`src/rtl/ga_pkg.sv`:
```
// rtl/ga_pkg.sv - shared genetic-algorithm pipeline constants and types
// Defaults shared by crossover_selector, crossover_engine and the mutation stage.
package ga_pkg;

    localparam int GA_GENE_W    = 4;
    localparam int GA_NUM_GENES = 8;
    localparam int GA_CHROM_W   = GA_GENE_W * GA_NUM_GENES;

    typedef enum logic [1:0] {
        ST_IDLE = 2'd0,
        ST_MIX  = 2'd1,
        ST_DONE = 2'd2
    } xover_state_t;

endpackage

```
`src/rtl/crossover_engine.sv`:
```
// rtl/crossover_engine.sv - assembles two child chromosomes from latched parents and a select stream
// Ports:
//   clk, rst           clock, asynchronous active-low reset
//   start, abort       begin a crossover (IDLE only) / synchronous flush to IDLE
//   parent_a, parent_b parent chromosomes, latched on the start edge
//   select             per-gene select from crossover_selector (1: child0 takes A)
//   busy               high in MIX or DONE
//   out_valid/out_ready handshake for child0, child1, a_count
//   a_count            number of child0 genes taken from parent A
module crossover_engine
    import ga_pkg::*;
#(
    parameter int GENE_W    = GA_GENE_W,
    parameter int NUM_GENES = GA_NUM_GENES
) (
    input  logic                                 clk,
    input  logic                                 rst,
    input  logic                                 start,
    input  logic                                 abort,
    input  logic [GENE_W*NUM_GENES-1:0]          parent_a,
    input  logic [GENE_W*NUM_GENES-1:0]          parent_b,
    input  logic                                 select,
    output logic                                 busy,
    output logic                                 out_valid,
    input  logic                                 out_ready,
    output logic [GENE_W*NUM_GENES-1:0]          child0,
    output logic [GENE_W*NUM_GENES-1:0]          child1,
    output logic [$clog2(NUM_GENES+1)-1:0]       a_count
);

    localparam int CHROM_W = GENE_W * NUM_GENES;
    localparam int IDX_W   = $clog2(NUM_GENES);
    localparam int CNT_W   = $clog2(NUM_GENES + 1);
    localparam logic [IDX_W-1:0] LAST_IDX = IDX_W'(NUM_GENES - 1);

    xover_state_t       state;
    xover_state_t       state_nxt;
    logic [IDX_W-1:0]   idx;
    logic [CHROM_W-1:0] pa_q;
    logic [CHROM_W-1:0] pb_q;
    logic [GENE_W-1:0]  gene_a;
    logic [GENE_W-1:0]  gene_b;

    assign gene_a = pa_q[idx*GENE_W +: GENE_W];
    assign gene_b = pb_q[idx*GENE_W +: GENE_W];

    // Both flags decode the state flop only, so no input reaches them combinationally.
    assign busy      = (state != ST_IDLE);
    assign out_valid = (state == ST_DONE);

    always_ff @(posedge clk or negedge rst) begin
        if (!rst) begin
            state <= ST_IDLE;
        end else begin
            state <= state_nxt;
        end
    end

    always_comb begin
        state_nxt = state;
        if (abort) begin
            state_nxt = ST_IDLE;
        end else begin
            case (state)
                ST_IDLE: if (start) state_nxt = ST_MIX;
                ST_MIX:  if (idx == LAST_IDX) state_nxt = ST_DONE;
                ST_DONE: if (out_ready) state_nxt = ST_IDLE;
                default: state_nxt = ST_IDLE;
            endcase
        end
    end

    always_ff @(posedge clk or negedge rst) begin
        if (!rst) begin
            idx     <= '0;
            a_count <= '0;
            pa_q    <= '0;
            pb_q    <= '0;
            child0  <= '0;
            child1  <= '0;
        end else if (abort) begin
            // Children keep whatever was partially assembled.
            idx     <= '0;
            a_count <= '0;
        end else begin
            case (state)
                ST_IDLE: begin
                    if (start) begin
                        pa_q    <= parent_a;
                        pb_q    <= parent_b;
                        child0  <= '0;
                        child1  <= '0;
                        a_count <= '0;
                        idx     <= '0;
                    end
                end
                ST_MIX: begin
                    child0[idx*GENE_W +: GENE_W] <= select ? gene_a : gene_b;
                    child1[idx*GENE_W +: GENE_W] <= select ? gene_b : gene_a;
                    a_count <= a_count + {{(CNT_W-1){1'b0}}, select};
                    idx     <= (idx == LAST_IDX) ? '0 : idx + 1'b1;
                end
                default: ;
            endcase
        end
    end

endmodule

```
`config.mk`:
```
export PLATFORM = sky130hd
export DESIGN_NAME = crossover_engine
export DESIGN_NICKNAME = d
export VERILOG_FILES = /design/src/rtl/ga_pkg.sv /design/src/rtl/crossover_engine.sv
export SDC_FILE = /design/constraint.sdc
export NUM_CORES = 1
export LEC_CHECK = 0
export ABC_AREA = 1
export BUFFER_PORTS_ARGS = -buffer_cell sky130_fd_sc_hd__buf_4
export CAP_MARGIN = 20
export CORE_ASPECT_RATIO = 0.75
export CORE_MARGIN = 5
export CORE_UTILIZATION = 33
export CTS_CLUSTER_SIZE = 14
export DETAILED_ROUTE_END_ITERATION = 16
export HOLD_SLACK_MARGIN = 0.02
export SLEW_MARGIN = 20
export SYNTH_ARGS = -nofsm -noshare
export SYNTH_HDL_FRONTEND = slang
export SYNTH_SLANG_ARGS = --single-unit
```
`constraint.sdc`:
```
create_clock -name clk -period 2.8 [get_ports clk]
set_clock_uncertainty 0.05 [all_clocks]
set_input_delay 0.42 -clock clk [delete_from_list [all_inputs] [get_ports clk]]
set_output_delay 0.42 -clock clk [all_outputs]
set_load 0.03 [all_outputs]
```
Word-level counts from Yosys, hierarchy flattened
Index checks and enable logic that the tools add are counted.

Logic and storage cells: 50. Input bits: 70. Output and inout bits: 70. Register bits: 137.

Bitwise logic cells: 1. Eq/ne operators: 7. Muxes and demuxes: 19. $add $sub $neg: 3. Shift-type cells: 5. Reductions and logical operators: 8.

Operator list (count): $pmux W32 S2 (2); $shiftx A4 B34 Y32 (2); $bwmux W32 (2); $shiftx A32 B6 Y4 (2); $neg A5 Y34 (1); $shift A4 B34 Y32 const A (1); $mux W32 (1); $mux W4 (4); $mux W3 (3); $reduce_and A3 Y1 (3); $mux W2 (4); $pmux W4 S2 (1); $ne A3 B3 Y1 const B (2); $pmux W2 S3 (1); $pmux W3 S2 (1); $add A4 B1 Y4 (1); $reduce_bool A2 Y1 (2); $add A3 B1 Y3 const B (1); $eq A3 B3 Y1 const B (1); $ne A3 B2 Y1 const B (1); $reduce_bool A3 Y1 (1); $eq A2 B1 Y1 const B (1); $eq A2 B2 Y1 const B (1); $logic_not A2 Y1 (1); 3 further kinds (3).

Depth between registers and ports, before layout
Depth after elaboration: 5. Gate-level depth with buffers: 15.

Least setup slack after synthesis
OpenSTA, ideal clock, no wires.

Path kind: register to register. Start: reg idx[0]. End: reg child0[1]. Cell stages (with the launch flop): 13. Path buffers: 4. Setup slack: 0.447 ns. Library setup time: 0.128 ns. Data required time: 2.622 ns. Data arrival time: 2.174 ns. Clock period less this slack: 2.353 ns. Path through: dfrtp_1 -> inv_2 -> buf_2 -> buf_2 -> buf_2 -> ha_1 -> ha_1 -> inv_2 -> buf_2 -> nor2_1 -> nand3_1 -> a21oi_2 -> o22ai_1.

Longest elaborated chain between the ends: 5. Elaborated cells between the ends (all ways): 8.

Ends and longest elaborated chain: start: declaration (line crossover_engine.sv:38) `logic [IDX_W-1:0] idx;`; start signal: assignment (line crossover_engine.sv:101) `idx <= (idx == LAST_IDX) ? '0 : idx + 1'b1;`; $shiftx A32 B6 Y4, on equally long branches (line crossover_engine.sv:45, crossover_engine.sv:44); $mux W4 (line crossover_engine.sv:98) `child0[idx*GENE_W +: GENE_W] <= select ? gene_a : gene_b;`; $shiftx A4 B34 Y32 (line crossover_engine.sv:98); $bwmux W32 (*) (line crossover_engine.sv:98); $pmux W32 S2 (*) (line crossover_engine.sv:86) `case (state)`; end signal: indexed assignment (line crossover_engine.sv:98); end: declaration (line crossover_engine.sv:26) `output logic [GENE_W*NUM_GENES-1:0] child0,`.

Every way passes the cells marked *; elsewhere a longest branch is shown, timed or not. A chain may end at the register's enable or synchronous reset.

Worst setup path after layout
Start: reg idx[0]. End: reg child0[6].

The elaborated chain is that of the path after synthesis.

==> results.sh <==
export IMPL_status="completed"
export IMPL_wl_per_cell_um=15.58
export IMPL_place_ws_ps=595.6
export IMPL_synth_top_area_share_pct=51.84
export IMPL_p_int_mw=4.337
export IMPL_critPathSlowestCell="dfrtp_2"
export IMPL_r2r_start="idx[0]"
export IMPL_ant_nets=0
export IMPL_synth_edff_count=0
export IMPL_hold_slack_ps=133.6
export IMPL_hold_class="in2reg"
export IMPL_pwr_share_seq_pct=38.2
export IMPL_drc=0
export IMPL_yosys_top_cells_area="dfrtp_1 (52%), nand2_1 (9.1%), inv_1 (6.1%)"
export IMPL_netlist_area_um2=6614
export IMPL_period_needed_ps=2270
export IMPL_clock_sinks=137
export IMPL_hold_violations=0
export IMPL_fill_cells=1984
export IMPL_top_usage_layer="met1"
export IMPL_final_util_pct=43.82
export IMPL_initial_core_util_pct=33.84
export IMPL_worstSkewPairLatency_ps=420
export IMPL_n_antenna_cell=0
export IMPL_synth_common_cells="nand2_1 (160), dfrtp_1 (137), inv_1 (107)"
export IMPL_start_kind="flop"
export IMPL_grt_start_max_net_pins=83
export IMPL_grt_use_met3_pct=4.250
export IMPL_cts_setup_buffers=0
export IMPL_htree_num_levels=4
export IMPL_antenna_found_initial=0
export IMPL_met2_usage_pct=23.46
export IMPL_numCtsBuffers=17
export IMPL_p_sw_mw=1.911
export IMPL_root_buffer="clkbuf_16"
export IMPL_ios=140
export IMPL_cts_tree="done"
export IMPL_synthArstFlopShare_pct=100.0
export IMPL_p_clk_share_pct=39.2
export IMPL_drt_iter0_drc=401
export IMPL_vias=5621
export IMPL_fp_dieArea_um2=23000
export IMPL_die_h_um=132.6
export IMPL_arrival_ps=2560
export IMPL_swShare_pct=30.59
export IMPL_maxSlewViolCount=0
export IMPL_crit_path_max_fanout=21
export IMPL_crit_start="idx[0]"
export IMPL_num_nets_final=1021
export IMPL_multi_input_area_um2=2540
export IMPL_syn_num_nets=885
export IMPL_yosysTopAreaCell="dfrtp_1"
export IMPL_hpwl_um=13720
export IMPL_grt_pass1_wl_um=30680
export IMPL_core_um2=19540
export IMPL_leakage_nw=4.378
export IMPL_gp_congestion=0.7974
export IMPL_syn_inst=809
export IMPL_avgSynthCellArea_um2=8.175
export IMPL_cpPeakStageDelay_ps=360
export IMPL_path_cells="inv_2 -> ha_1 -> ha_1 -> inv_2 -> nand2_1 -> nor2_1 -> nand2_1 -> nor2_1 -> inv_1 -> o21bai_1"
export IMPL_end_kind="flop"
export IMPL_first_pass_iters=5
export IMPL_drive_gt1_share_pct=24.84
export IMPL_cts_buffer_depth=2
export IMPL_cts_hold_buffers=1
export IMPL_comb_power_share_pct=22.6
export IMPL_p_per_area_nw_per_um2=729.6
export IMPL_period_share_pct=81.05
export IMPL_synth_distinct_cells=32
export IMPL_layout_cells_non_filler=1211
export IMPL_yosysMostFrequentCell="nand2_1"
export IMPL_setup_tns_final_ps=0
export IMPL_vdd_drop_max_uv=275.0
export IMPL_io_buffer_count=139
export IMPL_relSlewSlack_pct=57.16
export IMPL_critPathKind="reg2reg"
export IMPL_grt_remaining_overflow=0
export IMPL_grt_util_met1_pct=25.22
export IMPL_rsz0062_at_grt="no"
export IMPL_timing_final_ws_setup_ps=530.5
export IMPL_die_w_um=173.5
export IMPL_setup_viol=0
export IMPL_first_global_vias=5601
export IMPL_crit_required_ps=3090
export IMPL_yosysSeqAreaShare_pct=51.84
export IMPL_fmax_mhz=440.6
export IMPL_cts_resized=0
export IMPL_synth_seq_cells=137
export IMPL_area_growth_syn_to_layout_pct=29.47
export IMPL_via_per_inst=4.642
export IMPL_rows=44
export IMPL_grt_usage_pct=16.69
export IMPL_dp_cells=1178
export IMPL_routed_wl_um=18870
export IMPL_worstMarginPinSlew_ps=642.7
export IMPL_seqCellArea_um2=3430
export IMPL_holdCritStartpoint="out_ready"
export IMPL_cap_viol_max_count=0
export IMPL_yosysWarnings=0
export IMPL_synth_ff_type="dfrtp_1"
export IMPL_clk_pin_slew_worst_paths_ps=60
## layer usage
layer / part of all wire (%) / wire length [µm]
met5: 0 / 0
met4: 1.1 / 216
met3: 5.8 / 1094
met2: 41 / 7797
met1: 52 / 9757
## layout make-up
| class | instances | area share, % |
|---|---|---|
| Multi-Input combinational cell | 513 | 29.66 |
| Timing Repair Buffer | 153 | 13.63 |
| Inverter | 123 | 5.392 |
| Sequential cell | 137 | 40.05 |
| Tap cell | 253 | 3.697 |
| Clock buffer | 22 | 5.655 |
| Clock inverter | 10 | 1.914 |
## kinds of logic (layout without fill, tap and decap cells)
kind of cell,count (synthesis),count (layout),share of synthesized area [%]
AO/OA/AOI/OAI,110,110,10.03
XOR/XNOR,2,2,0.2649
adder cells (fa/ha/maj),6,6,1.135
buffers and inverters,159,308,9.951
flip-flops,137,137,51.84
multiplexers,5,5,0.8512
AND/OR/NAND/NOR,390,390,25.94
## power by group through the flow
stage	combinational, mW	clock [mW]	sequential [mW]
floorplan	0.880	0	2.49
global placement	1.40	0	2.41
detailed placement	1.42	0	2.42
CTS	1.43	2.48	2.39
global route	1.60	2.57	2.42
finish	1.41	2.45	2.39
## worst max-delay path: cells and delay by family, from the launching register on
kind | cells | cell delay (ps)
AO/OA/AOI/OAI | 1 | 170
flip-flops | 1 | 360
adder cells (fa/ha/maj) | 2 | 410
buffers and inverters | 3 | 500
AND/OR/NAND/NOR | 4 | 700
## cells in the final DEF, fill, tap and decap left out, drive strengths merged, types with 2 or more instances in the layout
cell type / Yosys / routed
mux2: 5 / 5
o21ai: 13 / 13
o21bai: 24 / 24
nand4: 24 / 24
nor2: 120 / 120
ha: 6 / 6
o22ai: 3 / 3
clkbuf: 10 / 22
clkinvlp: 0 / 4
nand2: 168 / 168
nand3: 77 / 77
buf: 26 / 152
dfrtp: 137 / 137
a21oi: 67 / 67
bufinv: 0 / 4
inv: 123 / 124
a22o: 2 / 2
## worst paths after layout
kind,end,slack [ps],depth (start not counted)
setup / recovery,child0[6],530,10
min in group asynchronous,pb_q[28],510,2
hold reg to reg,child1[29],430,2
hold / removal,state[1],130,2
setup reg to reg,child0[6],530,10
max in group asynchronous,idx[0],1430,3
## flip-flops by register name, indices dropped and copies added, names as in the netlist
name,cells
child1,32
state,2
pb_q,32
idx,3
a_count,4
child0,32
pa_q,32
## through the flow
| step | area (µm²) | total power, mW |
|---|---|---|
| after floorplan | 6614 | 3.365 |
| after global placement | 7905 | 3.816 |
| after detailed placement | 7905 | 3.845 |
| after CTS | 8563 | 6.304 |
| after global routing | 8563 | 6.591 |
| final | 8563 | 6.248 |
(Power assumes the default switching activity.)
